`config.mk`:
```
export PLATFORM = sky130hd
export DESIGN_NAME = ascon_sbox
export DESIGN_NICKNAME = d
export VERILOG_FILES = /design/src/rtl/ascon_pkg.sv /design/src/rtl/ascon_sbox_lut.sv /design/src/rtl/ascon_sbox.sv
export SDC_FILE = /design/constraint.sdc
export NUM_CORES = 1
export LEC_CHECK = 0
export ABC_AREA = 1
export ABC_CLOCK_PERIOD_IN_PS = 800
export CAP_MARGIN = 0
export CORE_AREA = 5 5 42 44
export CTS_CLUSTER_DIAMETER = 40
export DETAILED_ROUTE_END_ITERATION = 7
export DIE_AREA = 0 0 47 49
export DONT_BUFFER_PORTS = 1
export PLACE_DENSITY_LB_ADDON = 0.08
export SLEW_MARGIN = 20
export SYNTH_ARGS = -nofsm -noshare
export SYNTH_HDL_FRONTEND = slang
export SYNTH_SLANG_ARGS = --single-unit
```
`constraint.sdc`:
```
create_clock -name clk -period 0.8 [get_ports clk]
set_input_delay 0.16 -clock clk [delete_from_list [all_inputs] [get_ports clk]]
set_output_delay 0.16 -clock clk [all_outputs]
set_load 0.005 [all_outputs]
```
`src/rtl/ascon_pkg.sv`:
```
// Shared ASCON types and the forward/inverse 5-bit S-box constant tables.
// Bit 4 of a word is x0 (MSB) and bit 0 is x4.
package ascon_pkg;

  typedef logic [4:0] word_t;

  localparam int SBOX_ENTRIES = 32;

  localparam word_t SBOX_FWD [SBOX_ENTRIES] = '{
    5'h04, 5'h0B, 5'h1F, 5'h14, 5'h1A, 5'h15, 5'h09, 5'h02,
    5'h1B, 5'h05, 5'h08, 5'h12, 5'h1D, 5'h03, 5'h06, 5'h1C,
    5'h1E, 5'h13, 5'h07, 5'h0E, 5'h00, 5'h0D, 5'h11, 5'h18,
    5'h10, 5'h0C, 5'h01, 5'h19, 5'h16, 5'h0A, 5'h0F, 5'h17
  };

  localparam word_t SBOX_INV [SBOX_ENTRIES] = '{
    5'h14, 5'h1A, 5'h07, 5'h0D, 5'h00, 5'h09, 5'h0E, 5'h12,
    5'h0A, 5'h06, 5'h1D, 5'h01, 5'h19, 5'h15, 5'h13, 5'h1E,
    5'h18, 5'h16, 5'h0B, 5'h11, 5'h03, 5'h05, 5'h1C, 5'h1F,
    5'h17, 5'h1B, 5'h04, 5'h08, 5'h0F, 5'h0C, 5'h10, 5'h02
  };

endpackage

```
`src/rtl/ascon_sbox_lut.sv`:
```
// Stateless ASCON S-box lookup (forward, plus inverse when ASCON_SBOX_INV_EN
// is defined).
module ascon_sbox_lut
  import ascon_pkg::*;
(
  input  logic [4:0] in,
`ifdef ASCON_SBOX_INV_EN
  input  logic       inv,
`endif
  output logic [4:0] out
);

  always_comb begin
    out = SBOX_FWD[in];
`ifdef ASCON_SBOX_INV_EN
    if (inv) begin
      out = SBOX_INV[in];
    end
`endif
  end

endmodule

```
`src/rtl/ascon_sbox.sv`:
```
// Registered ASCON 5-bit S-box, one result per accepted input, one cycle latency.
// Optional inverse map selected by `inv` when ASCON_SBOX_INV_EN is defined.
module ascon_sbox
  import ascon_pkg::*;
(
  input  logic       clk,
  input  logic       rst,
  input  logic       in_valid,
  input  logic [4:0] in,
`ifdef ASCON_SBOX_INV_EN
  input  logic       inv,
`endif
  output logic       out_valid,
  output logic [4:0] out
);

  // Handshake: in_valid qualifies in/inv at a rising edge and is always
  // accepted (no ready); out_valid pulses for one cycle one edge later.
  word_t lut_out;
  word_t out_q, out_d;
  logic  out_valid_q, out_valid_d;

  ascon_sbox_lut u_lut (
    .in  (in),
`ifdef ASCON_SBOX_INV_EN
    .inv (inv),
`endif
    .out (lut_out)
  );

  // Idle cycles keep the last result so unqualified (possibly X) inputs never reach out.
  always_comb begin
    out_valid_d = in_valid;
    out_d       = out_q;
    if (in_valid) begin
      out_d = lut_out;
    end
  end

  always_ff @(posedge clk or posedge rst) begin
    if (rst) begin
      out_q       <= '0;
      out_valid_q <= 1'b0;
    end else begin
      out_q       <= out_d;
      out_valid_q <= out_valid_d;
    end
  end

  assign out       = out_q;
  assign out_valid = out_valid_q;

endmodule

```
==> flow_summary.yaml <==
worst_setup_path:
  crit_arrival_ns: 0.97
  crit_path_start_kind: "primary input"
  cp-end-kind: "flop"
  worstPathRequired_ns: 0.93
  cp_max_fo: 5
  critPathKind: "primary input to flop"
finish:
  num_antenna_cells: 0
  multi_input_area_um2: 263
  fillers: 163
  area_growth_pct: 29.6
  nNetsFinal: 79
  finalNonFillerCells: 79
  layout-drive-gt1-share_pct: 25.4
  seq_area_um2: 150
logic_synthesis:
  syn_nets: 68
  synth_top_area_share_pct: 35.9
  yosysUniqueCellTypes: 12
  ys_ff_latch: 6
  seq_area_frac_synth_pct: 35.9
  synthesis.area_um2: 418
  yosysWarningCount: 0
  netlist_instances: 54
  synth.area.top_cells: "dfrtp_1, ha_1, nand2_1, inv_1, xor2_1"
  synth_top_area_cell: "dfrtp_1"
  syn_area_per_cell_um2: 7.74
timing:
  fin_hold_ws_ns: 0.0283
  worst_pin_slew_ns: 0.217
  finalSetupTns_ns: -0.0351
  worst_slack_ns: -0.0351
  hold_viol: 0
  fin_crit_sh_pct: 104
  maxSlewViolCount: 0
  finalSetupViolations: 1
  fin_crit_ns: 0.835
  skew_ns: 0
  grt_setup_unrepaired: "true"
  max_freq_mhz: 1200
  slew_headroom_pct: 85.5
grt:
  track_usage_pct: 8.81
  antenna_found_initial: 0
  grt_pass1_wl_um: 1410
  overflow: 0
  grt_pass1_vias: 338
  grt_max_degree: 8
pwr:
  leakagePower_uw: 0.000280
  cellPowerDensity_nw_per_um2: 1550
  ir_drop_uv: 413
  power_uw: 839
run:
  maxCapViolations: 0
clock_network:
  cts_setup_buffers: 0
  cts_buffer_depth: 2
  htree_levels: 1
  cts_tree: "built"
  clk_pin_slew_ns: 0.05
  insertion_delay_ns: 0.24
  cts.sinks: 6
  clockRootBuffer: "clkbuf_4"
  cts_made_buffers: 3
placement:
  place_inst: 74
  globalplace.congestion: 0.762
  hpwl_um: 691
  numPortBuffers: 0
routing:
  drt_iter0_drc: 3
  vias: 351
  dr_wl_met3_um: 71
  routed_wl_um: 865
  dr_wl_met2_um: 393
  highest_layer: "met4"
  via_per_inst: 4.44
  postRouteAntennaNets: 0
  routedWlPerCell_um: 10.9
  drt-pass1-iter-count: 3
  wl_met1_um: 379
  route.detailed.drc: 0
floorplan:
  initial_core_util_pct: 29.8
  die_h_um: 49
  core-area_um2: 1400
  fp.dieArea_um2: 2300
  io_pins: 14
  row_count: 14
  floorplan.die.width_um: 47
run_status:
  outcome: "finished with violations"
  failed_checks: "setup timing"
min_path:
  hold_class: "primary input to flop"
==> cell type report <==
type / instances / area share (%)
well taps: 16 / 3.70
inverters: 8 / 6.70
clock buffers: 3 / 4.16
multi-input cells: 40 / 48.5
flip-flops and latches: 6 / 27.7
repair buffers: 6 / 9.24
==> sequential cells by signal, indices dropped and copies added, names as in the netlist <==
signal	cells
out	5
out_valid	1
==> final timing paths <==
kind                                    start                   to  slack (ns)  cells after the start
setup / recovery                        in[1]   out[3]$_DFFE_PP0P_       -0.04                     10
hold / removal                       in_valid   out[3]$_DFFE_PP0P_        0.03                      2
setup reg to reg           out[4]$_DFFE_PP0P_   out[4]$_DFFE_PP0P_        0.14                      2
hold reg to reg            out[2]$_DFFE_PP0P_   out[2]$_DFFE_PP0P_        0.51                      2
max in group asynchronous                 rst   out[0]$_DFFE_PP0P_        0.35                      2
min in group asynchronous                 rst  out_valid$_DFF_PP0_        0.26                      2
==> power by group <==
part / switching [uW] / internal, uW / total [uW]
Combinational: 101 / 91.2 / 192
Sequential: 28.6 / 342 / 371
Clock: 107 / 170 / 276
Total: 236 / 603 / 839
==> per-stage QoR <==
stage | worst slack, ns | utilization [%] | instance area, um2
3_3_place_gp | -0.299 | 34.6 | 484
4_1_cts | -0.0278 | 37.6 | 527
5_1_grt | -0.0870 | 38.7 | 542
2_1_floorplan | -0.241 | - | 434
6_report | -0.0351 | 38.7 | 542
3_5_place_dp | -0.295 | 34.6 | 484
==> kinds of logic after synthesis <==
family          after synthesis  synth area share (%)
fa+ha+maj                     6                  18.0
xor+xnor                      2                  4.19
flops                         6                  35.9
buf+inv                       8                  7.19
simple gates                 23                  22.8
compound gates                9                  12.0
==> cells in the mapped netlist <==
cell type and count:
a21oi_1 3, inv_1 8, ha_1 6, nand3_1 3, nor2_1 2, nand2_1 16
o211ai_1 2, dfrtp_1 6, nand2_2 2, o21ai_0 3, xor2_1 2, o21ai_1 1
==> repair_timing <==
item / CTS / global route
pin swaps: 1 / 6
gates resized for setup: 0 / 6
hold endpoints to repair: 7 / 0
gates cloned: 0 / 0
endpoints found under the setup margin: 6 / 10
hold buffers: 2 / 0
==> worst max-delay path, cell delays in order <==
cell	delay, ns
clkinvlp_4	0.11
ha_4	0.29
inv_4	0.06
o21ai_2	0.05
nand2_2	0.06
nand2_1	0.05
nand2_1	0.05
nand2_1	0.04
nand2_1	0.06
nand2_1	0.04
==> cell usage in the layout, fill, tap and decap left out <==
master	Yosys	layout
nor2_1	2	2
nand2_1	16	14
a21oi_1	3	2
o21ai_1	1	2
inv_1	8	6
dlygate4sd3_1	0	2
nand2_2	2	4
buf_4	0	4
ha_1	6	5
dfrtp_1	6	6
nand3_1	3	3
inv_4	0	1
clkbuf_4	0	3
o211ai_1	2	2
a21oi_2	0	1
ha_4	0	1
o21ai_2	0	1
xor2_1	2	2
clkinvlp_4	0	1
o21ai_0	3	1
==> routing by layer <==
layer | vias to the layer above | global-route usage, %
li1 | 190 | -
met1 | 148 | 9.69
met2 | 11 | 10.9
met3 | 2 | 4.43
met4 | 0 | 9.68
met5 | - | 0
No activity file was read; power rests on OpenSTA's default activity.
